### config.mk
export PLATFORM = sky130hd
export DESIGN_NAME = msrv32_machine_control_flat
export DESIGN_NICKNAME = d
export VERILOG_FILES = /design/src/rtl/msrv32_ctrl_pkg.sv /design/src/rtl/msrv32_machine_control_if.sv /design/src/rtl/msrv32_trap_priority.sv /design/src/rtl/msrv32_machine_control.sv /design/src/flat_wrapper.sv
export SDC_FILE = /design/constraint.sdc
export NUM_CORES = 1
export LEC_CHECK = 0
export CAP_MARGIN = 20
export CORE_AREA = 5 5 42 44
export CTS_BUF_LIST = sky130_fd_sc_hd__clkbuf_16
export CTS_CLUSTER_SIZE = 24
export DETAILED_ROUTE_END_ITERATION = 8
export DIE_AREA = 0 0 47 49
export DONT_BUFFER_PORTS = 1
export PLACE_DENSITY = 0.51
export SLEW_MARGIN = 15
export SYNTH_ARGS = -nofsm -noshare
export SYNTH_HDL_FRONTEND = slang
export SYNTH_SLANG_ARGS = --single-unit
export TNS_END_PERCENT = 50
### constraint.sdc
create_clock -name clk_in -period 2 [get_ports clk_in]
set_input_delay 0.3 -clock clk_in [delete_from_list [all_inputs] [get_ports clk_in]]
set_output_delay 0.3 -clock clk_in [all_outputs]
set_load 0.005 [all_outputs]
### src/rtl/msrv32_ctrl_pkg.sv
// Shared encodings for the machine-mode trap sequencer: FSM states, PC source
// selects, trap cause codes and the decoded trap descriptor.
package msrv32_ctrl_pkg;

   localparam int unsigned CAUSE_W  = 4;
   localparam int unsigned PC_SRC_W = 2;

   typedef enum logic [2:0] {
      ST_RESET       = 3'd0,
      ST_OPERATING   = 3'd1,
      ST_WAIT_IRQ    = 3'd2,
      ST_TRAP_TAKEN  = 3'd3,
      ST_TRAP_RETURN = 3'd4
   } ctrl_state_e;

   localparam logic [PC_SRC_W-1:0] PC_SRC_BOOT = 2'b00;
   localparam logic [PC_SRC_W-1:0] PC_SRC_EPC  = 2'b01;
   localparam logic [PC_SRC_W-1:0] PC_SRC_TRAP = 2'b10;
   localparam logic [PC_SRC_W-1:0] PC_SRC_NEXT = 2'b11;

   localparam logic [CAUSE_W-1:0] CAUSE_MISALIGNED_INSTR = 4'd0;
   localparam logic [CAUSE_W-1:0] CAUSE_ILLEGAL_INSTR    = 4'd2;
   localparam logic [CAUSE_W-1:0] CAUSE_BREAKPOINT       = 4'd3;
   localparam logic [CAUSE_W-1:0] CAUSE_MISALIGNED_LOAD  = 4'd4;
   localparam logic [CAUSE_W-1:0] CAUSE_MISALIGNED_STORE = 4'd6;
   localparam logic [CAUSE_W-1:0] CAUSE_ECALL_M          = 4'd11;

   localparam logic [CAUSE_W-1:0] CAUSE_IRQ_SOFTWARE = 4'd3;
   localparam logic [CAUSE_W-1:0] CAUSE_IRQ_TIMER    = 4'd7;
   localparam logic [CAUSE_W-1:0] CAUSE_IRQ_EXTERNAL = 4'd11;

   // Winning trap after priority resolution.
   typedef struct packed {
      logic               i_or_e;
      logic [CAUSE_W-1:0] cause;
      logic               misaligned;
   } trap_info_t;

endpackage

### src/rtl/msrv32_machine_control_if.sv
// Decoder/interrupt flags into the trap sequencer and CSR/PC strobes out of it.
interface msrv32_machine_control_if;
   import msrv32_ctrl_pkg::*;

   logic                stall_in;
   logic                illegal_instr_in;
   logic                misaligned_instr_in;
   logic                misaligned_load_in;
   logic                misaligned_store_in;
   logic                ecall_in;
   logic                ebreak_in;
   logic                mret_in;
   logic                wfi_in;
   logic                mie_in;
   logic                meie_in;
   logic                mtie_in;
   logic                msie_in;
   logic                meip_in;
   logic                mtip_in;
   logic                msip_in;

   logic                i_or_e_out;
   logic [CAUSE_W-1:0]  cause_out;
   logic                set_cause_out;
   logic                set_epc_out;
   logic                mie_clear_out;
   logic                mie_set_out;
   logic                instret_inc_out;
   logic                misaligned_exception_out;
   logic [PC_SRC_W-1:0] pc_src_out;
   logic                flush_out;

   // Pipeline / CSR side that supplies the flags.
   modport master (
      output stall_in, illegal_instr_in, misaligned_instr_in, misaligned_load_in,
             misaligned_store_in, ecall_in, ebreak_in, mret_in, wfi_in,
             mie_in, meie_in, mtie_in, msie_in, meip_in, mtip_in, msip_in,
      input  i_or_e_out, cause_out, set_cause_out, set_epc_out, mie_clear_out,
             mie_set_out, instret_inc_out, misaligned_exception_out,
             pc_src_out, flush_out
   );

   // Trap sequencer side.
   modport slave (
      input  stall_in, illegal_instr_in, misaligned_instr_in, misaligned_load_in,
             misaligned_store_in, ecall_in, ebreak_in, mret_in, wfi_in,
             mie_in, meie_in, mtie_in, msie_in, meip_in, mtip_in, msip_in,
      output i_or_e_out, cause_out, set_cause_out, set_epc_out, mie_clear_out,
             mie_set_out, instret_inc_out, misaligned_exception_out,
             pc_src_out, flush_out
   );

endinterface

### src/rtl/msrv32_trap_priority.sv
// Combinational trap detection and priority resolution: exceptions first, then
// external > software > timer interrupts.
module msrv32_trap_priority
   import msrv32_ctrl_pkg::*;
(
   input  logic       illegal_instr,
   input  logic       misaligned_instr,
   input  logic       misaligned_load,
   input  logic       misaligned_store,
   input  logic       ecall,
   input  logic       ebreak,
   input  logic       mie,
   input  logic       meie,
   input  logic       mtie,
   input  logic       msie,
   input  logic       meip,
   input  logic       mtip,
   input  logic       msip,
   output logic       exc,
   output logic       irq_pend,
   output logic       irq_wake,
   output trap_info_t info
);

   logic ext_irq;
   logic sw_irq;
   logic tmr_irq;

   assign ext_irq  = meie & meip;
   assign sw_irq   = msie & msip;
   assign tmr_irq  = mtie & mtip;
   // WFI wakes on any enabled pending source even with global MIE off.
   assign irq_wake = ext_irq | sw_irq | tmr_irq;
   assign irq_pend = mie & irq_wake;
   assign exc      = misaligned_instr | illegal_instr | ebreak |
                     misaligned_load | misaligned_store | ecall;

   // Pick the highest-priority trap and its cause code.
   always_comb begin
      info = '0;
      if (misaligned_instr) begin
         info.cause      = CAUSE_MISALIGNED_INSTR;
         info.misaligned = 1'b1;
      end else if (illegal_instr) begin
         info.cause      = CAUSE_ILLEGAL_INSTR;
      end else if (ebreak) begin
         info.cause      = CAUSE_BREAKPOINT;
      end else if (misaligned_load) begin
         info.cause      = CAUSE_MISALIGNED_LOAD;
         info.misaligned = 1'b1;
      end else if (misaligned_store) begin
         info.cause      = CAUSE_MISALIGNED_STORE;
         info.misaligned = 1'b1;
      end else if (ecall) begin
         info.cause      = CAUSE_ECALL_M;
      end else if (ext_irq) begin
         info.i_or_e     = 1'b1;
         info.cause      = CAUSE_IRQ_EXTERNAL;
      end else if (sw_irq) begin
         info.i_or_e     = 1'b1;
         info.cause      = CAUSE_IRQ_SOFTWARE;
      end else if (tmr_irq) begin
         info.i_or_e     = 1'b1;
         info.cause      = CAUSE_IRQ_TIMER;
      end
   end

endmodule

### src/rtl/msrv32_machine_control.sv
// Machine-mode trap sequencer: trap entry/return FSM driving CSR strobes and
// the PC source select.
module msrv32_machine_control
   import msrv32_ctrl_pkg::*;
(
   input logic                     clk_in,
   input logic                     rst_in,
   msrv32_machine_control_if.slave bus
);

   ctrl_state_e         state;
   ctrl_state_e         next_state;
   logic                exc;
   logic                irq_pend;
   logic                irq_wake;
   trap_info_t          info;

   logic                set_cause;
   logic                set_epc;
   logic                mie_clear;
   logic                mie_set;
   logic                i_or_e;
   logic [CAUSE_W-1:0]  cause;
   logic                misaligned;
   logic                instret_inc;
   logic [PC_SRC_W-1:0] pc_src;
   logic                flush;

   msrv32_trap_priority u_trap_priority (
      .illegal_instr    (bus.illegal_instr_in),
      .misaligned_instr (bus.misaligned_instr_in),
      .misaligned_load  (bus.misaligned_load_in),
      .misaligned_store (bus.misaligned_store_in),
      .ecall            (bus.ecall_in),
      .ebreak           (bus.ebreak_in),
      .mie              (bus.mie_in),
      .meie             (bus.meie_in),
      .mtie             (bus.mtie_in),
      .msie             (bus.msie_in),
      .meip             (bus.meip_in),
      .mtip             (bus.mtip_in),
      .msip             (bus.msip_in),
      .exc              (exc),
      .irq_pend         (irq_pend),
      .irq_wake         (irq_wake),
      .info             (info)
   );

   // State register with synchronous active-low reset.
   always_ff @(posedge clk_in) begin
      if (!rst_in) state <= ST_RESET;
      else         state <= next_state;
   end

   // Next-state and strobe decode.
   always_comb begin
      next_state  = state;
      set_cause   = 1'b0;
      set_epc     = 1'b0;
      mie_clear   = 1'b0;
      mie_set     = 1'b0;
      i_or_e      = 1'b0;
      cause       = '0;
      misaligned  = 1'b0;
      instret_inc = 1'b0;
      pc_src      = PC_SRC_BOOT;
      flush       = 1'b0;
      unique case (state)
         ST_RESET: begin
            flush      = 1'b1;
            next_state = ST_OPERATING;
         end
         ST_OPERATING: begin
            pc_src = PC_SRC_NEXT;
            if (!bus.stall_in) begin
               if (exc || irq_pend) begin
                  set_cause  = 1'b1;
                  set_epc    = 1'b1;
                  mie_clear  = 1'b1;
                  i_or_e     = info.i_or_e;
                  cause      = info.cause;
                  misaligned = info.misaligned;
                  next_state = ST_TRAP_TAKEN;
               end else if (bus.mret_in) begin
                  next_state = ST_TRAP_RETURN;
               end else if (bus.wfi_in) begin
                  instret_inc = 1'b1;
                  next_state  = ST_WAIT_IRQ;
               end else begin
                  instret_inc = 1'b1;
               end
            end
         end
         ST_WAIT_IRQ: begin
            pc_src = PC_SRC_NEXT;
            flush  = 1'b1;
            if (irq_wake) next_state = ST_OPERATING;
         end
         ST_TRAP_TAKEN: begin
            pc_src     = PC_SRC_TRAP;
            flush      = 1'b1;
            next_state = ST_OPERATING;
         end
         ST_TRAP_RETURN: begin
            pc_src      = PC_SRC_EPC;
            mie_set     = 1'b1;
            flush       = 1'b1;
            instret_inc = 1'b1;
            next_state  = ST_OPERATING;
         end
         default: begin
            flush      = 1'b1;
            next_state = ST_RESET;
         end
      endcase
   end

   assign bus.set_cause_out            = set_cause;
   assign bus.set_epc_out              = set_epc;
   assign bus.mie_clear_out            = mie_clear;
   assign bus.mie_set_out              = mie_set;
   assign bus.i_or_e_out               = i_or_e;
   assign bus.cause_out                = cause;
   assign bus.misaligned_exception_out = misaligned;
   assign bus.instret_inc_out          = instret_inc;
   assign bus.pc_src_out               = pc_src;
   assign bus.flush_out                = flush;

endmodule

### src/flat_wrapper.sv
// flat-port wrapper written by rule: the top's interface ports become plain ports
module msrv32_machine_control_flat import msrv32_ctrl_pkg::*;
  (clk_in, rst_in, bus_stall_in, bus_illegal_instr_in, bus_misaligned_instr_in, bus_misaligned_load_in, bus_misaligned_store_in, bus_ecall_in, bus_ebreak_in, bus_mret_in, bus_wfi_in, bus_mie_in, bus_meie_in, bus_mtie_in, bus_msie_in, bus_meip_in, bus_mtip_in, bus_msip_in, bus_i_or_e_out, bus_cause_out, bus_set_cause_out, bus_set_epc_out, bus_mie_clear_out, bus_mie_set_out, bus_instret_inc_out, bus_misaligned_exception_out, bus_pc_src_out, bus_flush_out);
  msrv32_machine_control_if bus_i ();
  input logic clk_in;
  input logic rst_in;
  input wire logic [$bits(bus_i.stall_in)-1:0] bus_stall_in;
  input wire logic [$bits(bus_i.illegal_instr_in)-1:0] bus_illegal_instr_in;
  input wire logic [$bits(bus_i.misaligned_instr_in)-1:0] bus_misaligned_instr_in;
  input wire logic [$bits(bus_i.misaligned_load_in)-1:0] bus_misaligned_load_in;
  input wire logic [$bits(bus_i.misaligned_store_in)-1:0] bus_misaligned_store_in;
  input wire logic [$bits(bus_i.ecall_in)-1:0] bus_ecall_in;
  input wire logic [$bits(bus_i.ebreak_in)-1:0] bus_ebreak_in;
  input wire logic [$bits(bus_i.mret_in)-1:0] bus_mret_in;
  input wire logic [$bits(bus_i.wfi_in)-1:0] bus_wfi_in;
  input wire logic [$bits(bus_i.mie_in)-1:0] bus_mie_in;
  input wire logic [$bits(bus_i.meie_in)-1:0] bus_meie_in;
  input wire logic [$bits(bus_i.mtie_in)-1:0] bus_mtie_in;
  input wire logic [$bits(bus_i.msie_in)-1:0] bus_msie_in;
  input wire logic [$bits(bus_i.meip_in)-1:0] bus_meip_in;
  input wire logic [$bits(bus_i.mtip_in)-1:0] bus_mtip_in;
  input wire logic [$bits(bus_i.msip_in)-1:0] bus_msip_in;
  output wire logic [$bits(bus_i.i_or_e_out)-1:0] bus_i_or_e_out;
  output wire logic [$bits(bus_i.cause_out)-1:0] bus_cause_out;
  output wire logic [$bits(bus_i.set_cause_out)-1:0] bus_set_cause_out;
  output wire logic [$bits(bus_i.set_epc_out)-1:0] bus_set_epc_out;
  output wire logic [$bits(bus_i.mie_clear_out)-1:0] bus_mie_clear_out;
  output wire logic [$bits(bus_i.mie_set_out)-1:0] bus_mie_set_out;
  output wire logic [$bits(bus_i.instret_inc_out)-1:0] bus_instret_inc_out;
  output wire logic [$bits(bus_i.misaligned_exception_out)-1:0] bus_misaligned_exception_out;
  output wire logic [$bits(bus_i.pc_src_out)-1:0] bus_pc_src_out;
  output wire logic [$bits(bus_i.flush_out)-1:0] bus_flush_out;
  assign bus_i.stall_in = bus_stall_in;
  assign bus_i.illegal_instr_in = bus_illegal_instr_in;
  assign bus_i.misaligned_instr_in = bus_misaligned_instr_in;
  assign bus_i.misaligned_load_in = bus_misaligned_load_in;
  assign bus_i.misaligned_store_in = bus_misaligned_store_in;
  assign bus_i.ecall_in = bus_ecall_in;
  assign bus_i.ebreak_in = bus_ebreak_in;
  assign bus_i.mret_in = bus_mret_in;
  assign bus_i.wfi_in = bus_wfi_in;
  assign bus_i.mie_in = bus_mie_in;
  assign bus_i.meie_in = bus_meie_in;
  assign bus_i.mtie_in = bus_mtie_in;
  assign bus_i.msie_in = bus_msie_in;
  assign bus_i.meip_in = bus_meip_in;
  assign bus_i.mtip_in = bus_mtip_in;
  assign bus_i.msip_in = bus_msip_in;
  assign bus_i_or_e_out = bus_i.i_or_e_out;
  assign bus_cause_out = bus_i.cause_out;
  assign bus_set_cause_out = bus_i.set_cause_out;
  assign bus_set_epc_out = bus_i.set_epc_out;
  assign bus_mie_clear_out = bus_i.mie_clear_out;
  assign bus_mie_set_out = bus_i.mie_set_out;
  assign bus_instret_inc_out = bus_i.instret_inc_out;
  assign bus_misaligned_exception_out = bus_i.misaligned_exception_out;
  assign bus_pc_src_out = bus_i.pc_src_out;
  assign bus_flush_out = bus_i.flush_out;
  msrv32_machine_control u_core (.clk_in(clk_in), .rst_in(rst_in), .bus(bus_i));
endmodule
; ---- After elaboration in Yosys (flattened, before gate mapping)
; Cells that the tools add are included.
[word_totals]
register_bits = 3
latch_bits = 0
mem_bits_rw = 0
mem_bits_ro = 0
in_bits = 18
n_memories = 0
[classes]
n_addsub = 0
n_mul = 0
n_div = 0
n_lt_le_gt_ge = 0
eq_ne = 7
shift = 0
mux = 43
bitwise = 11
n_reduce_logical = 5
[ops]
columns = operator, count
row1 = $mux 4, 7
row2 = $mux 5, 5
row3 = $mux 1, 23
row4 = $mux 3, 5
row5 = $pmux 3 s3, 1
row6 = $or 1x1->1, 7
row7 = $eq 3x2->1 const B, 2
row8 = $pmux 2 s3, 1
row9 = $and 1x1->1, 4
row10 = $ne 2x2->1 const B, 2
row11 = $ne 4x3->1 const B, 1
row12 = $eq 3x1->1 const B, 1
row13 = $eq 3x3->1 const B, 1
row14 = $logic_not 3->1, 1
row15 = $reduce_and 3->1, 1
row16 = $reduce_or 3->1, 1
row17 = $pmux 1 s2, 1
row18 = $reduce_or 2->1, 1
row19 = $logic_or 1x1->1, 1

; ---- Depth between registers and ports, before layout
[depth]
depth_word = 13
depth_mapped = 5
depth_no_buf = 4

; ---- Modules after synthesis
; A second synthesis with hierarchy kept.
[unflattened]
cells_unflattened = 59
hier_area_um2 = 465.4
[by_module_without_submodules]
columns = mod, n_inst, cells_per_inst, area_each_um2
row1 = msrv32_machine_control, 1, 38, 297.8
row2 = msrv32_trap_priority, 1, 21, 167.7

; ---- Worst setup path after synthesis
; No wires, ideal clock.
[synth_timing]
kind = reg-to-output
from = reg u_core.state[1]
to = out bus_cause_out[3]
t_arrival_ps = 1748
required_ps = 1700
path_slack_ps = -48
path_stages_with_launch = 6
path_buffers = 1
cell_sequence = dfxtp_1 or3b_4 or2_1 buf_6 or3b_4 and4bb_1
[synth_via]
elab_chain_len = 2
[synth_lines]
columns = item, line_no
row1 = from (decl), msrv32_machine_control.sv:11  ; ctrl_state_e state;
row2 = from (signal assigned), msrv32_machine_control.sv:52  ; else state <= next_state;
row3 = $eq 3x1->1, msrv32_machine_control.sv:68  ; unique case (state)
row4 = $mux 4, msrv32_machine_control.sv:68
row5 = to (decl), flat_wrapper.sv:24  ; output wire logic [$bits(bus_i.cause_out)-1:0] bus_cause_out;
; No other way between the ends.

; ---- Worst setup path after layout
[layout_timing]
from = reg u_core.state[2]
to = out bus_cause_out[3]
; Same word-level chain as after synthesis.

==> flow_summary.json <==
{
  "clock_skew_ns": 0.000954,
  "yosysWarnings": 0,
  "max-slew-margin-rel_pct": 70.8,
  "crit_type": "reg -> out",
  "critPathRequiredTime_ns": 1.70,
  "yosys.area_share.simple_pct": 43.1,
  "setup_violations": 5,
  "cts_buffers": 3,
  "critPathArrivalTime_ns": 1.83,
  "fmax_mhz": 469,
  "fill_cells": 155,
  "cp.buffers_inverters": 0,
  "synth_cells": 50,
  "regArea_um2": 62.6,
  "violations": "setup timing",
  "yosysMostFrequentCell": "nor2_1",
  "die_x_um": 47,
  "ys_ff_latch": 3,
  "remaining_drc_errors": 0,
  "synth_area_leaders": "dfxtp_1 17%, nor2_1 7.2%, a21oi_1 6.9%",
  "htreeDepth": 1,
  "synth_commonest_cells": "7 x nor2_1, 5 x a21oi_1, 4 x nand2_1",
  "synth-compound-area-share_pct": 27.6,
  "critPathCaptureType": "output port",
  "path_max_fanout": 4,
  "startpoint_type": "register",
  "multi_input_area_um2": 274,
  "power_density_mw_per_mm2": 864,
  "leakagePower_nw": 0.205,
  "regMostFlops": "u_core.state",
  "total_power_mw": 0.432,
  "synthDistinctLibCells": 28,
  "yosysTopAreaCellShare_pct": 16.6,
  "grt_pass1_vias": 385,
  "antennaDiodeCount": 0,
  "holdCritPathClass": "in -> reg",
  "fin_util_pct": 35.6,
  "antenna_found_initial": 0,
  "vias": 415,
  "synth_adder_area_share_pct": 0,
  "grt_pass1_wl_um": 1490,
  "final_antenna_net_count": 0,
  "cp_common_cell": "or3b_4",
  "synth_xor_area_share_pct": 2.41,
  "synth_mux_area_share_pct": 0,
  "fin_crit_sh_pct": 107,
  "maxCapViolCount": 0,
  "synth_largest_area_cell": "dfxtp_1",
  "rsz0062_at_grt": "yes",
  "worst_slack_ns": -0.133,
  "clk_latency_ns": 0.22,
  "firstDrtPassIters": 5,
  "syn_nets": 68,
  "dp_hpwl_um": 909,
  "max_slew.worst_pin.slew_ns": 0.434,
  "die_h_um": 49,
  "placed_cell_area_um2": 410,
  "cts_setup_buffers": 0,
  "syn2layout_area_growth_pct": 37.6,
  "synth_edf_count": 0,
  "port_buffers": 0,
  "io-pin-count": 32,
  "grt_max_degree": 7,
  "largestRegisters": "u_core.state (3)",
  "dieArea_mm2": 0.00230,
  "finalNetCount": 77,
  "grt_overflow": 0,
  "synth_top_family_by_area": "simple AND/OR/NAND/NOR gates",
  "grt_usage_pct": 9.01,
  "slowest_stage": "or3b_4",
  "routed_wl_um": 1060,
  "crit_family": "simple AND/OR/NAND/NOR gates",
  "whs_ns": 0.198,
  "row_count": 14,
  "layout-drive-gt1-share_pct": 27.6,
  "largest_reg_flops": 3,
  "postLayoutCellArea_um2": 499,
  "async_flop_share_pct": 0,
  "start_util_pct": 25.9,
  "drtIter0Drc": 4,
  "syn-cell-area_um2": 363,
  "cts.sinks": 3,
  "timing.final.max_slew_violations": 0,
  "hold_violations": 0,
  "avgSynthCellArea_um2": 7.26,
  "post_drt_wl_per_cell_um": 14.3,
  "fin_crit_ns": 2.13,
  "clkSlewWorstSetupHoldPaths_ns": 0.03,
  "synth_ff_type": "dfxtp_1",
  "design.core.area_mm2": 0.00140,
  "root_buffer": "clkbuf_16",
  "place_ws_ns": 0.0937,
  "seq_area_frac_synth_pct": 16.6,
  "ir_drop_mv": 0.478,
  "worstPathCellList": "or3b_4 > or2_1 > or3b_4 > and4bb_1",
  "slowest_delay_ns": 0.41,
  "status": "finished with violations",
  "cts_tree": "built",
  "place.gp.congestion": 0.770,
  "avgViaCountPerCell": 5.61,
  "clock_path_buffers": 2
}
[worst reg2reg max path: cells and delay by family (launching register included)]
family,cells,cell delay [ns]
buffers and inverters,1,0.16
DFF,1,0.31
and+or+nand+nor,4,0.86
[routing by layer]
layer / track usage [%] / wire (um)
met5: 0 / 0
met4: 5.53 / 25
met3: 4.06 / 194
met2: 13.3 / 442
met1: 10.1 / 395
[final timing paths]
check / startpoint / end / slack, ns / cells past startpoint
min: rst_in / u_core.state[0] / 0.20 / 1
max: u_core.state[2] / bus_cause_out[3] / -0.13 / 4
max reg2reg: u_core.state[2] / u_core.state[2] / 0.60 / 5
min reg2reg: u_core.state[1] / u_core.state[0] / 0.77 / 3
[final cells by class]
| cell class | count | area share (%) |
|---|---|---|
| multi-input cells | 41 | 54.9 |
| clock buffers | 3 | 15.0 |
| flip-flops and latches | 3 | 12.5 |
| repair buffers | 7 | 10.5 |
| well taps | 16 | 4.01 |
| inverters | 3 | 2.26 |
| clock inverters | 1 | 0.752 |
[per-stage QoR]
step	cells	TNS, ns
3_5_place_dp	70	0
2_1_floorplan	50	-0.0255
4_1_cts	74	-0.420
6_report	74	-0.378
3_3_place_gp	70	0
5_1_grt	74	-0.654
[kinds of logic after synthesis]
| group | count (synthesis) |
|---|---|
| xor+xnor | 1 |
| compound gates | 14 |
| flops | 3 |
| buf+inv | 6 |
| simple gates | 26 |
[repair_timing]
| item | in CTS | in global routing |
|---|---|---|
| endpoints found under the setup margin | 5 | 5 |
| hold buffers | 0 | 0 |
| gates resized for setup | 1 | 1 |
| pin swaps | 0 | 0 |
[where the power goes]
group | internal [mW] | switching (mW) | leakage, nW
registers | 0.0629 | 0.00104 | 0.0252
clock network | 0.258 | 0.0575 | 0.0423
logic | 0.0258 | 0.0264 | 0.138
total | 0.347 | 0.0849 | 0.205
[layout by cell type (no fill, tap or decap), types with 2 or more instances in the layout]
| cell | count |
|---|---|
| nor2_1 | 7 |
| or3b_4 | 2 |
| nand2_1 | 4 |
| inv_1 | 4 |
| nor4_1 | 2 |
| nor2b_1 | 2 |
| nor3_1 | 2 |
| clkbuf_16 | 3 |
| a21oi_1 | 5 |
| dfxtp_2 | 2 |
| buf_4 | 7 |
(Power assumes the default switching activity.)
